$ cat src/rtl/instruction_fetch_stage_if.sv
// Instruction-memory request bus between the fetch stage (master) and the
// instruction memory (slave).
//
// Handshake: IMEM_REQ/IMEM_ADDR are driven by the master. A transfer completes
// on a rising clock edge where IMEM_REQ=1 and IMEM_VALID=1; IMEM_RDATA is only
// meaningful on that edge. While IMEM_REQ=1 and IMEM_VALID=0 the master keeps
// IMEM_ADDR stable. IMEM_VALID is only asserted while IMEM_REQ=1.
interface instruction_fetch_stage_if #(
  parameter int ADDR_W = 32
) ();
  logic              IMEM_REQ;
  logic [ADDR_W-1:0] IMEM_ADDR;
  logic [31:0]       IMEM_RDATA;
  logic              IMEM_VALID;

  modport master (output IMEM_REQ, output IMEM_ADDR, input IMEM_RDATA, input IMEM_VALID);
  modport slave  (input IMEM_REQ, input IMEM_ADDR, output IMEM_RDATA, output IMEM_VALID);
endinterface

$ cat src/rtl/instruction_fetch_stage.sv
// Instruction fetch stage: owns the PC, fetches one word at a time over the
// req/valid bus, registers it into IR_instruction for the decoder, applies
// execute-stage redirects and absorbs decoder back-pressure with a one-entry
// skid buffer. Optional feature macro: REDIRECT_COUNT_EN adds a 16-bit
// wrapping REDIRECT_COUNT output.
// DBG_STATE encoding: 0 IDLE, 1 FETCH, 2 HOLD, 3 DRAIN.
module instruction_fetch_stage #(
  parameter int                ADDR_W   = 32,
  parameter logic [ADDR_W-1:0] RESET_PC = '0
) (
  input  logic                       CLK,
  input  logic                       RESET,
  instruction_fetch_stage_if.master  imem,
  input  logic                       STALL,
  input  logic                       EX_VALID,
  input  logic [1:0]                 BS,
  input  logic                       PS,
  input  logic                       Z,
  input  logic [ADDR_W-1:0]          BRANCH_TARGET,
  input  logic [ADDR_W-1:0]          RAA,
  output logic [31:0]                IR_instruction,
  output logic [ADDR_W-1:0]          PC_1,
  output logic                       IF_VALID,
`ifdef REDIRECT_COUNT_EN
  output logic [15:0]                REDIRECT_COUNT,
`endif
  output logic [1:0]                 DBG_STATE
);

  typedef enum logic [1:0] {IDLE = 2'd0, FETCH = 2'd1, HOLD = 2'd2, DRAIN = 2'd3} state_t;

  state_t            state_q, state_d;
  logic [ADDR_W-1:0] pc_q, pc_d;
  logic [ADDR_W-1:0] req_addr_q, req_addr_d;
  logic              req_q, req_d;
  logic [31:0]       ir_q, ir_d;
  logic [ADDR_W-1:0] pc1_q, pc1_d;
  logic              if_valid_q, if_valid_d;
  logic [31:0]       skid_q, skid_d;
  logic [ADDR_W-1:0] skid_pc1_q, skid_pc1_d;

  logic              redirect;
  logic [ADDR_W-1:0] target;
  logic [ADDR_W-1:0] pc_inc;

  // Decode the execute-stage outcome into a redirect request and its target.
  always_comb begin
    redirect = EX_VALID & (((BS == 2'b01) & (Z ^ PS)) | (BS == 2'b10) | (BS == 2'b11));
    target   = (BS == 2'b10) ? RAA : BRANCH_TARGET;
    pc_inc   = pc_q + ADDR_W'(1);
  end

  // Next-state logic: fetch/skid sequencing first, then redirect overrides it.
  always_comb begin
    state_d    = state_q;
    pc_d       = pc_q;
    ir_d       = ir_q;
    pc1_d      = pc1_q;
    if_valid_d = if_valid_q;
    skid_d     = skid_q;
    skid_pc1_d = skid_pc1_q;
    case (state_q)
      IDLE: state_d = FETCH;
      FETCH: begin
        if (imem.IMEM_VALID) begin
          pc_d = pc_inc;
          if (!if_valid_q || !STALL) begin
            ir_d       = imem.IMEM_RDATA;
            pc1_d      = pc_inc;
            if_valid_d = 1'b1;
          end else begin
            // Decoder is full: park the word until it frees up.
            skid_d     = imem.IMEM_RDATA;
            skid_pc1_d = pc_inc;
            state_d    = HOLD;
          end
        end else if (!STALL) begin
          if_valid_d = 1'b0;
        end
      end
      HOLD: begin
        if (!STALL) begin
          ir_d       = skid_q;
          pc1_d      = skid_pc1_q;
          if_valid_d = 1'b1;
          state_d    = FETCH;
        end
      end
      DRAIN: begin
        // Wrong-path response still owed by memory; swallow it.
        if (imem.IMEM_VALID) state_d = FETCH;
      end
      default: state_d = IDLE;
    endcase
    if (redirect) begin
      pc_d       = target;
      if_valid_d = 1'b0;
      ir_d       = '0;
      if (state_q == FETCH && !imem.IMEM_VALID) begin
        state_d = DRAIN;
      end else if (state_q != DRAIN) begin
        state_d = FETCH;
      end
    end
    req_d      = (state_d == FETCH) || (state_d == DRAIN);
    // The outstanding address is frozen while draining; otherwise it tracks PC.
    req_addr_d = (state_d == DRAIN) ? req_addr_q : pc_d;
  end

  // Register all stage state; reset wins over everything.
  always_ff @(posedge CLK) begin
    if (RESET) begin
      state_q    <= IDLE;
      pc_q       <= RESET_PC;
      req_addr_q <= RESET_PC;
      req_q      <= 1'b0;
      ir_q       <= '0;
      pc1_q      <= '0;
      if_valid_q <= 1'b0;
      skid_q     <= '0;
      skid_pc1_q <= '0;
    end else begin
      state_q    <= state_d;
      pc_q       <= pc_d;
      req_addr_q <= req_addr_d;
      req_q      <= req_d;
      ir_q       <= ir_d;
      pc1_q      <= pc1_d;
      if_valid_q <= if_valid_d;
      skid_q     <= skid_d;
      skid_pc1_q <= skid_pc1_d;
    end
  end

`ifdef REDIRECT_COUNT_EN
  logic [15:0] rc_q, rc_d;

  // Count redirect cycles, wrapping at 16 bits.
  always_comb begin
    rc_d = redirect ? rc_q + 16'd1 : rc_q;
  end

  // Redirect counter register.
  always_ff @(posedge CLK) begin
    if (RESET) rc_q <= '0;
    else       rc_q <= rc_d;
  end

  assign REDIRECT_COUNT = rc_q;
`endif

  assign imem.IMEM_REQ  = req_q;
  assign imem.IMEM_ADDR = req_addr_q;
  assign IR_instruction = ir_q;
  assign PC_1           = pc1_q;
  assign IF_VALID       = if_valid_q;
  assign DBG_STATE      = state_q;

endmodule

$ cat src/flat_wrapper.sv
// flat-port wrapper written by rule: the top's interface ports become plain ports
module instruction_fetch_stage_flat 
#(
  parameter int                ADDR_W   = 32,
  parameter logic [ADDR_W-1:0] RESET_PC = '0
)
  (CLK, RESET, STALL, EX_VALID, BS, PS, Z, BRANCH_TARGET, RAA, IR_instruction, PC_1, IF_VALID, DBG_STATE, imem_IMEM_REQ, imem_IMEM_ADDR, imem_IMEM_RDATA, imem_IMEM_VALID);
  instruction_fetch_stage_if #(.ADDR_W(ADDR_W)) imem_i ();
  input  logic CLK;
  input  logic RESET;
  input  logic STALL;
  input  logic EX_VALID;
  input  logic [1:0] BS;
  input  logic PS;
  input  logic Z;
  input  logic [ADDR_W-1:0] BRANCH_TARGET;
  input  logic [ADDR_W-1:0] RAA;
  output logic [31:0] IR_instruction;
  output logic [ADDR_W-1:0] PC_1;
  output logic IF_VALID;
  output logic [1:0] DBG_STATE;
  output wire logic [$bits(imem_i.IMEM_REQ)-1:0] imem_IMEM_REQ;
  output wire logic [$bits(imem_i.IMEM_ADDR)-1:0] imem_IMEM_ADDR;
  input wire logic [$bits(imem_i.IMEM_RDATA)-1:0] imem_IMEM_RDATA;
  input wire logic [$bits(imem_i.IMEM_VALID)-1:0] imem_IMEM_VALID;
  assign imem_IMEM_REQ = imem_i.IMEM_REQ;
  assign imem_IMEM_ADDR = imem_i.IMEM_ADDR;
  assign imem_i.IMEM_RDATA = imem_IMEM_RDATA;
  assign imem_i.IMEM_VALID = imem_IMEM_VALID;
  instruction_fetch_stage #(.ADDR_W(ADDR_W), .RESET_PC(RESET_PC)) u_core (.CLK(CLK), .RESET(RESET), .imem(imem_i), .STALL(STALL), .EX_VALID(EX_VALID), .BS(BS), .PS(PS), .Z(Z), .BRANCH_TARGET(BRANCH_TARGET), .RAA(RAA), .IR_instruction(IR_instruction), .PC_1(PC_1), .IF_VALID(IF_VALID), .DBG_STATE(DBG_STATE));
endmodule
$ cat config.mk
export PLATFORM = sky130hd
export DESIGN_NAME = instruction_fetch_stage_flat
export DESIGN_NICKNAME = d
export VERILOG_FILES = /design/src/rtl/instruction_fetch_stage_if.sv /design/src/rtl/instruction_fetch_stage.sv /design/src/flat_wrapper.sv
export SDC_FILE = /design/constraint.sdc
export NUM_CORES = 1
export LEC_CHECK = 0
export ABC_CLOCK_PERIOD_IN_PS = 2600
export CAP_MARGIN = 25
export CORE_ASPECT_RATIO = 1.5
export CORE_MARGIN = 1.5
export CORE_UTILIZATION = 50
export DETAILED_ROUTE_END_ITERATION = 8
export GPL_TIMING_DRIVEN = 0
export PLACE_DENSITY = 0.8
export SKIP_LAST_GASP = 1
export SLEW_MARGIN = 15
export SYNTH_ARGS = -nofsm -noshare
export SYNTH_HDL_FRONTEND = slang
export SYNTH_SLANG_ARGS = --single-unit
$ cat constraint.sdc
create_clock -name CLK -period 2.6 [get_ports CLK]
set_input_delay 0.52 -clock CLK [delete_from_list [all_inputs] [get_ports CLK]]
set_output_delay 0.52 -clock CLK [all_outputs]
set_load 0.1 [all_outputs]
==> impl_results.md, run 1 <==
* WS Path Type: reg2reg
* Tot Pwr at between 7 and 8 mW
* Slew Viols, Final at 0
* Setup Fix Bufs, Post-CTS at 0
* Initial Util at 0.511
* Status: finished, violations left
* DR DRC count at 13
* Clk pwr share at 0.343
* Initial antenna violation count at 0
* Maximum buffer depth of the clock tree at 2
* GRT Total Usage at 0.291
* Synth Instances at 1101
* Fillers at 1454
* Rel. slew slack at 0.303
* Layout cells sized above 1 at 0.0584
* Seq/Total Area, Yosys at 0.441
* Hold Vio Cnt, Final at 0
* Setup TNS Final at 0 ps
* Fraction of registers with async set/reset at 0
* Final antenna-violating net count at 0
* Crit path largest cell delay at approximately 500 ps
* Failing checks: DRC
* Comb power frac at 0.235
* RSZ-0062 raised after global routing: yes
* CP cell instances: ha_1 > nand3_2 > nor4_4 > and3_1 > nand2_1 > xor2_1 > o22ai_1
* Via count of the first global-routing pass at 8597
* Area of the die at between 15000 and 20000 um^2
* Sw frac at 0.348
* Net Switching at 2.70 mW
* Root Buffer: clkbuf_16
* Most common cell after layout, fill and taps aside: nand2_1
* Die height at 166 um
* Largest net degree at the start of global routing at 20
* Slowest-stage cell, CP: dfxtp_1
* H-tree Lvls at 4
* Count of cell types in the netlist at 57
* Critical path arrival at roughly 2800 ps
* WHS at 455 ps
* CTS clk-pin slew, worst paths at 70 ps
* Hold Path Class: reg2reg
* Max_cap viols at 0
* I/O Pins at 205
* Clock Skews at 14.8 ps
* Detailed Routing Iterations Pass 1 at 8
* Minimum clock period at 2500 ps
* Placer Congestion at 0.945
* Final number of setup-violating endpoints at 0
* Int Pwr at 5.06 mW
* Fmax at between 0.3 and 0.4 GHz
* IO Port Bufs at between 200 and 250
* Clock sink total at 196
* Avg Cell Area, Syn at 8.09 um^2
* Die Width at 112 um
* Detailed Place HPWL at 20.8 mm
* Worst-path fanout max at 8
* Area Overhead vs Synth at 32.5%
* Required @ worst endpoint at about 2900 ps
* Hold-fix buffer count after cts at 0
* Worst-Margin Slew at 1040 ps
* Sequential share of power at 0.422
* First-pass GRT wire length at 43.5 mm
* CTS tree: built
* EDFF count, synth at 0
* Clk_lat worst skew at 440 ps
* Syn Std Cell Area at a little under 9000 um^2
* 1st-iter DRT viols at 643
* # rows at between 50 and 60
* VDD IR max at 0.000386 V
* Core area at ~17000 um^2
* Leading cell types in the layout, fill and taps excluded: nand2_1 (202), clkdlybuf4s50_1 (200), dfxtp_1 (196), nor2_1 (142), a21oi_1 (81)
* Top_reg_cell synth: dfxtp_1
* Post-synthesis sequential element count at 196
* Total congestion overflow at 0
* Cell family with most CP delay: simple AND/OR/NAND/NOR gates
* Drt total wl at 27.6 mm
* Crit end category: flip-flop
* Part of the cycle the worst path needs at 0.963
* Buffers and inverters on the worst path at 0
* Startpoint Class: flip-flop
* Vias at 8862
* Ant. Diodes at 0
* WL per Instance at 17.8 um
* Fin nets at 1429
* Synth warnings at 0
* CTS buffer count at 17
* Pwr/cell area at 658 nW/um^2
* Vias/cell at 5.72
* Static leakage at 4.14 nW
* Syn Nets at 1207
flip-flops by register name, summed over array words and instances (netlist names):
| signal | count |
|---|---|
| u_core.imem.IMEM_ADDR | 32 |
| u_core.imem.IMEM_REQ | 1 |
| u_core.pc_q | 32 |
| u_core.skid_q | 32 |
| u_core.IF_VALID | 1 |
| u_core.PC_1 | 32 |
| u_core.IR_instruction | 32 |
| u_core.skid_pc1_q | 32 |
| u_core.DBG_STATE | 2 |
cells in the mapped netlist, types with 8 or more instances:
| master | instances | area [um^2] |
|---|---|---|
| and3_1 | 18 | 113 |
| mux2i_1 | 14 | 140 |
| buf_2 | 21 | 105 |
| a211oi_1 | 80 | 601 |
| dfxtp_1 | 196 | 3920 |
| a21oi_1 | 81 | 405 |
| o21ai_0 | 13 | 65.1 |
| o22ai_1 | 17 | 106 |
| nor3_1 | 8 | 40.0 |
| a311oi_1 | 33 | 289 |
| clkbuf_1 | 69 | 259 |
| nand4_1 | 18 | 113 |
| o21ai_1 | 10 | 50.1 |
| xnor2_1 | 31 | 272 |
| nor2b_1 | 20 | 125 |
| nor2_1 | 142 | 533 |
| nand2_1 | 202 | 758 |
| nand3_1 | 24 | 120 |
| xor2_1 | 29 | 254 |
through the flow:
step | utilization | worst slack, ps | instances | instance area, um^2
final | 0.677 | 96.1 | 1549 | 11800
after CTS | 0.677 | 41.4 | 1549 | 11800
after detailed placement | 0.643 | -405 | 1517 | 11200
after global routing | 0.677 | -7.42 | 1549 | 11800
after global placement | 0.643 | -329 | 1517 | 11200
after floorplan | - | 21.3 | 1101 | 8900
cell families after synthesis:
kind of cell,Yosys count,share of synthesized area
simple gates,467,0.237
compound gates,260,0.194
flops,196,0.441
buf+inv,98,0.0455
xor+xnor,60,0.0590
mux,19,0.0221
fa+ha+maj,1,0.00141
area by class of cell:
type	count	area (um^2)	share of cell area
repair buffers	203	2030	0.172
clock buffers	17	425	0.0361
flip-flops and latches	196	3920	0.333
inverters	2	7.51	0.000636
clock inverters	15	166	0.0141
plain buffers	96	399	0.0338
well taps	213	267	0.0226
multi-input cells	807	4580	0.388
routing by layer:
layer,global-route usage,routed length [um],up-vias
met3,0.0455,1670,81
met4,0.136,1020,0
li1,-,-,4287
met5,0,0,-
met1,0.323,10500,4088
met2,0.541,14500,406
worst paths after layout:
check                                startpoint              end  slack (ps)  depth (start not counted)
worst max-delay path             u_core.pc_q[0]  u_core.PC_1[26]         100                          7
worst min-delay path            u_core.PC_1[15]  u_core.PC_1[15]         450                          2
worst max register to register   u_core.pc_q[0]  u_core.PC_1[26]         100                          7
worst min register to register  u_core.PC_1[15]  u_core.PC_1[15]         450                          2
worst register-to-register path: stages (launching register included):
cell,delay (ps)
dfxtp_1,500
ha_1,310
nand3_2,200
nor4_4,470
and3_1,310
nand2_1,80
xor2_1,340
o22ai_1,150
power groups by stage:
stage,Sequential [mW],Combinational (mW),Clock [mW]
2_1_floorplan,4.05,0.527,0
3_3_place_gp,3.34,1.80,0
3_5_place_dp,3.34,1.81,0
4_1_cts,3.27,1.82,2.66
5_1_grt,3.29,1.91,2.78
6_report,3.28,1.82,2.67
repair_timing:
action                                  in CTS  in global routing
gates resized for setup                      3                  3
endpoints found under the setup margin       3                 24
pin swaps                                    0                  1
gates cloned                                 0                  0
hold endpoints to repair                     0                  0
Power figures use the tool's default switching activity.
==> run 2: changes to the inputs <==
Settings changed: CORE_UTILIZATION 50 to 63, DONT_BUFFER_PORTS set to 1, PLACE_DENSITY 0.8 to 0.79, SLEW_MARGIN 15 to 20.
==> run 2 against run 1 <==
Effect of this change:
- the flow now finishes without violations
- combinational power fell by 59%
- maximum frequency increased by 1.4%
- critical path depth is the same
- design area is 17% lower
- final cell count is 16% lower
- wire length decreased by 7.9%
- first-iteration DRC count is 17% lower
- register-to-register slack better by 40 ps
==> impl_results.md, run 2 (same netlist as run 1, synthesis figures left out) <==
* Fin nets at 1230 (was 1429)
* CP cell instances: ha_1 > nand3_2 > nor4_4 > and3_1 > nand2_1 > xor2_1 > o22ai_1 (unchanged)
* Die Width at 100 um (was 112 um)
* Hold Vio Cnt, Final at 0 (unchanged)
* Layout cells sized above 1 at 0.0704 (was 0.0584)
* Most common cell after layout, fill and taps aside: nand2_1 (unchanged)
* Worst-path fanout max at 8 (unchanged)
* Minimum clock period at 2470 ps (was 2500 ps)
* Critical path arrival at 2770 ps (was 2810 ps)
* 1st-iter DRT viols at 534 (was 643)
* Setup Fix Bufs, Post-CTS at 0 (unchanged)
* CTS buffer count at 17 (unchanged)
* Hold-fix buffer count after cts at 0 (unchanged)
* Worst-Margin Slew at 1050 ps (was 1040 ps)
* # rows at 53 (was 59)
* Root Buffer: clkbuf_16 (unchanged)
* Ant. Diodes at 0 (unchanged)
* Crit path largest cell delay at 490 ps (was 500 ps)
* Final core occ at 0.700 (was 0.677)
* Reg2Reg Depth at 7 (unchanged)
* Total congestion overflow at 0 (unchanged)
* Maximum buffer depth of the clock tree at 2 (unchanged)
* Hold Path Class: in2reg (was reg2reg)
* Rel. slew slack at 0.300 (was 0.303)
* Area Overhead vs Synth at 9.54% (was 32.5%)
* RSZ-0062 raised after global routing: yes (unchanged)
* Placer Congestion at 0.960 (was 0.945)
* Status: finished, final reports clean (was finished, violations left)
* Max_cap viols at 0 (unchanged)
* WS Path Type: reg2reg (unchanged)
* Static leakage at 3.39 nW (was 4.14 nW)
* CTS clk-pin slew, worst paths at 80 ps (was 70 ps)
* Via count of the first global-routing pass at 7736 (was 8597)
* Initial Util at 0.639 (was 0.511)
* Final WS setup at 132 ps (was 96.1 ps)
* Required @ worst endpoint at 2900 ps (about the same)
* Detailed Place HPWL at 19.1 mm (was 20.8 mm)
* Clock sink total at 196 (unchanged)
* GRT Total Usage at 0.336 (was 0.291)
* Clock Skews at 16.1 ps (was 14.8 ps)
* Crit end category: flip-flop (unchanged)
* Max Used Layer: met4 (unchanged)
* IO Port Bufs at 0 (was 203)
* Clk_lat worst skew at 440 ps (about the same)
* WL per Instance at 19.6 um (was 17.8 um)
* Largest net degree at the start of global routing at 20 (unchanged)
* VDD IR max at 0.000458 V (was 0.000386 V)
* I/O Pins at 205 (unchanged)
* Slowest-stage cell, CP: dfxtp_1 (unchanged)
* Final number of setup-violating endpoints at 0 (unchanged)
* DR WL met2 at 13.3 mm (was 14.5 mm)
* Detailed Routing Iterations Pass 1 at 5 (was 8)
* Vias/cell at 6.20 (was 5.72)
* Final antenna-violating net count at 0 (unchanged)
* Startpoint Class: flip-flop (unchanged)
* WL met3 at 1.95 mm (was 1.67 mm)
* Die height at 149 um (was 166 um)
* Pwr/cell area at 748 nW/um^2 (was 658 nW/um^2)
* Part of the cycle the worst path needs at 0.949 (was 0.963)
* Vias at 8077 (was 8862)
* Slew Viols, Final at 0 (unchanged)
* CTS tree: built (unchanged)
* Area of the die at 14900 um^2 (was 18600 um^2)
* DR DRC count at 0 (was 13)
* Fmax at 0.405 GHz (was 0.399 GHz)
* First-pass GRT wire length at 39.2 mm (was 43.5 mm)
* Initial antenna violation count at 0 (unchanged)
* Core area at 13900 um^2 (was 17400 um^2)
* Drt total wl at 25.5 mm (was 27.6 mm)
* Hold Path Stages at 2 (unchanged)
* Leading cell types in the layout, fill and taps excluded: nand2_1 (202), dfxtp_1 (195), nor2_1 (142), a21oi_1 (81), a211oi_1 (80) (was nand2_1 (202), clkdlybuf4s50_1 (200), dfxtp_1 (196), nor2_1 (142), a21oi_1 (81))
* H-tree Lvls at 4 (unchanged)
* Routed length on met1 at 9.40 mm (was 10.5 mm)
* Pre-CTS WS at -101 ps (was -405 ps)
[run 2: changes by cell type in the layout (fill, tap and decap cells not counted), moves of 2 or more]
cell,before,now
buf_1,3,5
buf_16,0,2
dlygate4sd2_1,3,0
clkdlybuf4s50_1,200,0
clkinv_4,3,1
[run 2: worst paths after layout]
| check | slack, ps | end | from |
|---|---|---|---|
| min | 210 | u_core.skid_q[8] | imem_IMEM_RDATA[8] |
| max | 130 | u_core.PC_1[30] | u_core.pc_q[0] |
| max reg2reg | 130 | u_core.PC_1[30] | u_core.pc_q[0] |
| min reg2reg | 450 | u_core.skid_q[15] | u_core.skid_q[15] |
[run 2: area by class of cell]
| class | instances | area (um^2) |
|---|---|---|
| Multi-Input combinational cell | 807 | 4580 |
| Fill cell | 1166 | 4170 |
| Sequential cell | 196 | 3930 |
| Clock buffer | 17 | 425 |
| Buffer | 96 | 399 |
| Tap cell | 165 | 206 |
| Clock inverter | 15 | 143 |
| Timing Repair Buffer | 4 | 62.6 |
| Inverter | 2 | 7.51 |
[run 2: critical path: cells and delay by family (launching register included)]
family | cells | cell delay (ps)
AO/OA/AOI/OAI | 1 | 150
adder cells (fa/ha/maj) | 1 | 300
XOR/XNOR | 1 | 360
AND/OR/NAND/NOR | 4 | 1050
flip-flops | 1 | 490
[run 2: per-layer routing]
metal / vias to the layer above / GRT usage
met5: - / 0
met4: 0 / 0.142
met3: 55 / 0.0808
met2: 357 / 0.611
met1: 3763 / 0.368
li1: 3902 / -
[run 2: power breakdown]
part / switching (mW) / leakage (nW) / internal, mW
Combinational: 0.484 / 1.52 / 0.259
Sequential: 0.862 / 1.60 / 3.15
Clock: 1.27 / 0.272 / 1.27
[run 2: what timing repair did]
action | 4_1_cts | 5_1_grt
gates resized for setup | 1 | 3
pin swaps | 0 | 1
endpoints found under the setup margin | 20 | 13
[run 2: stage by stage]
step           instance area (um^2)  TNS (ps)  instances  hold slack [ps]  total power [mW]
5_1_grt                        9750     -5.68       1302              202              7.51
3_3_place_gp                   9110    -54120       1266              442              4.78
2_1_floorplan                  8900         0       1101              437              4.58
4_1_cts                        9740         0       1302              204              7.29
3_5_place_dp                   9170      -876       1270              447              4.81
6_report                       9750         0       1302              209              7.30
==> RTL change: new RTL, settings of run 1 <==
`pc1_q` no longer has a reset.
--- a/src/rtl/instruction_fetch_stage.sv
+++ b/src/rtl/instruction_fetch_stage.sv
@@ -116,5 +116,4 @@
       req_q      <= 1'b0;
       ir_q       <= '0;
-      pc1_q      <= '0;
       if_valid_q <= 1'b0;
       skid_q     <= '0;
@@ -126,9 +125,12 @@
       req_q      <= req_d;
       ir_q       <= ir_d;
-      pc1_q      <= pc1_d;
       if_valid_q <= if_valid_d;
       skid_q     <= skid_d;
       skid_pc1_q <= skid_pc1_d;
     end
+  end
+
+  always_ff @(posedge CLK) begin
+    pc1_q <= pc1_d;
   end
 
Formal check against the unedited RTL: differs if RESET is asserted again (counterexample within 4 cycles, from zero or initial values and one cycle with RESET high); with RESET held inactive, the same outputs for 4 cycles.
==> RTL change against run 1 <==
  * Critical path depth shrank 6
  * Total power up 4.2%
  * Worst hold slack about the same
  * Sequential power up 4%
  * Setup slack got worse by 0.070 ns
  * Largest cell class unchanged
  * Wire length down 1.0%
  * Design area increased by 0.24%
  * Sequential cell count unchanged
  * Synthesized area is 0.21% lower
==> RTL change: results (changes against run 1) <==
Hold WS 0.4547 ns (about the same); switching share of power 0.3623 (was 0.3482); total track usage 0.2932 (was 0.2913); M1 WL 10710 µm (was 10490 µm); largest cells by area after synthesis dfxtp_1 37%, edfxtp_1 11%, nand2_1 6.7% (was dfxtp_1 44%, nand2_1 8.5%, a211oi_1 6.7%); largest delay contributor family on the critical path buffers and inverters (was simple AND/OR/NAND/NOR gates); nonclk buf count 287 (was 299); Pint 5.161 mW (was 5.062 mW); Crit path arrival time 2.05 ns (was 2.81 ns); Synthesized Nets 1121 (was 1207); met2 wire len 13720 µm (was 14460 µm); status complete, no violations (was finished, violations left); hold endpoint u_core.skid_pc1_q[1]$_SDFFE_PP0P_ (was u_core.PC_1[15]$_SDFFE_PP0P_); first-pass GRT wire length 42930 µm (was 43470 µm); met1 usage 0.3407 (was 0.3232); DR DRC count 0 (was 13); vias 8267 (was 8862); Leak 4.456 nW (was 4.141 nW); fin nets 1344 (was 1429); port bufs 204 (was 203); Max VDD drop 566.8 µV (was 386.4 µV); GR Util met2 0.5122 (was 0.5405); vias in the first global route 8053 (was 8597); slowest stage delay, CP 1.18 ns (was 0.50 ns); Met3 Wirelength 1737 µm (was 1674 µm); Layout fillers 1392 (was 1454); vias per cell 5.647 (was 5.721); Final HPWL DP 20680 µm (was 20760 µm); layout cells sized above 1 0.07354 (was 0.05838); min-delay src u_core.skid_pc1_q[1]$_SDFFE_PP0P_ (was u_core.PC_1[15]$_SDFFE_PP0P_); commonest cells in the netlist 164 x dfxtp_1, 159 x nand2_1, 137 x nor2_1 (was 202 x nand2_1, 196 x dfxtp_1, 142 x nor2_1); TritonRoute pass-1 iters 5 (was 8); EDFF count, synth 32 (was 0); Detailed Route Iter0 Violations 664 (was 643); buffering overhead 0.2027 (was 0.2057); #MultiIn Comb 734 (was 807); routed wire length 27370 µm (was 27640 µm); Placer Congestion 0.9803 (was 0.9450); P_seq 3.40 mW (was 3.28 mW); register area share after synthesis 0.4777 (was 0.4407); slew margin rel. 0.2996 (was 0.3035); Reg2Reg Setup Slack 0.18 ns (was 0.1 ns); clock skew 0.009964 ns (was 0.01484 ns); area of the multi-input gates 4302 µm² (was 4581 µm²); Synth cell types 63 (was 57)
## RTL change: kinds of logic after synthesis
family                     after synthesis  synth area share
AOI/OAI and AO/OA                      221            0.1608
xor gates and xnor gates                57           0.05619
adders and majority gates                1          0.001408
buffers and inverters                   85           0.03985
DFF                                    196            0.4777
muxes                                   42           0.04746
and+or+nand+nor                        413            0.2166
## RTL change: per-stage QoR
| step | setup slack [ns] | cell area (µm²) |
|---|---|---|
| 5_1_grt | 0.004506 | 11830 |
| 4_1_cts | 0.01632 | 11810 |
| 6_report | 0.02619 | 11830 |
| 3_3_place_gp | -0.6265 | 11200 |
| 3_5_place_dp | -0.6747 | 11200 |
| 2_1_floorplan | 0.1216 | 8895 |
## RTL change: tightest hold or removal path: stages, from the launching register on
cell and delay [ns]:
dfxtp_1 0.31, nand2_1 0.05, a21oi_1 0.05
## RTL change: what timing repair did
action                                  4_1_cts  5_1_grt
buffers inserted                              0        0
pin swaps                                     0        0
endpoints found under the hold margin         0        0
resized for setup                             4        8
endpoints found under the setup margin       44       16
## RTL change: worst max path at each step
stage,depth (start not counted),slack [ns],start,endpoint
after global placement,6,-0.63,imem_IMEM_VALID,u_core.PC_1[9]$_DFFE_PP_
after global routing,1,0.005,u_core.DBG_STATE[0]$_SDFF_PP0_,DBG_STATE[0]
final,1,0.03,u_core.DBG_STATE[0]$_SDFF_PP0_,DBG_STATE[0]
after CTS,1,0.02,u_core.IF_VALID$_SDFFE_PP0P_,IF_VALID
after detailed placement,6,-0.67,imem_IMEM_VALID,u_core.PC_1[9]$_DFFE_PP_
after floorplan,5,0.12,u_core.DBG_STATE[0]$_SDFF_PP0_,u_core.PC_1[0]$_DFFE_PP_
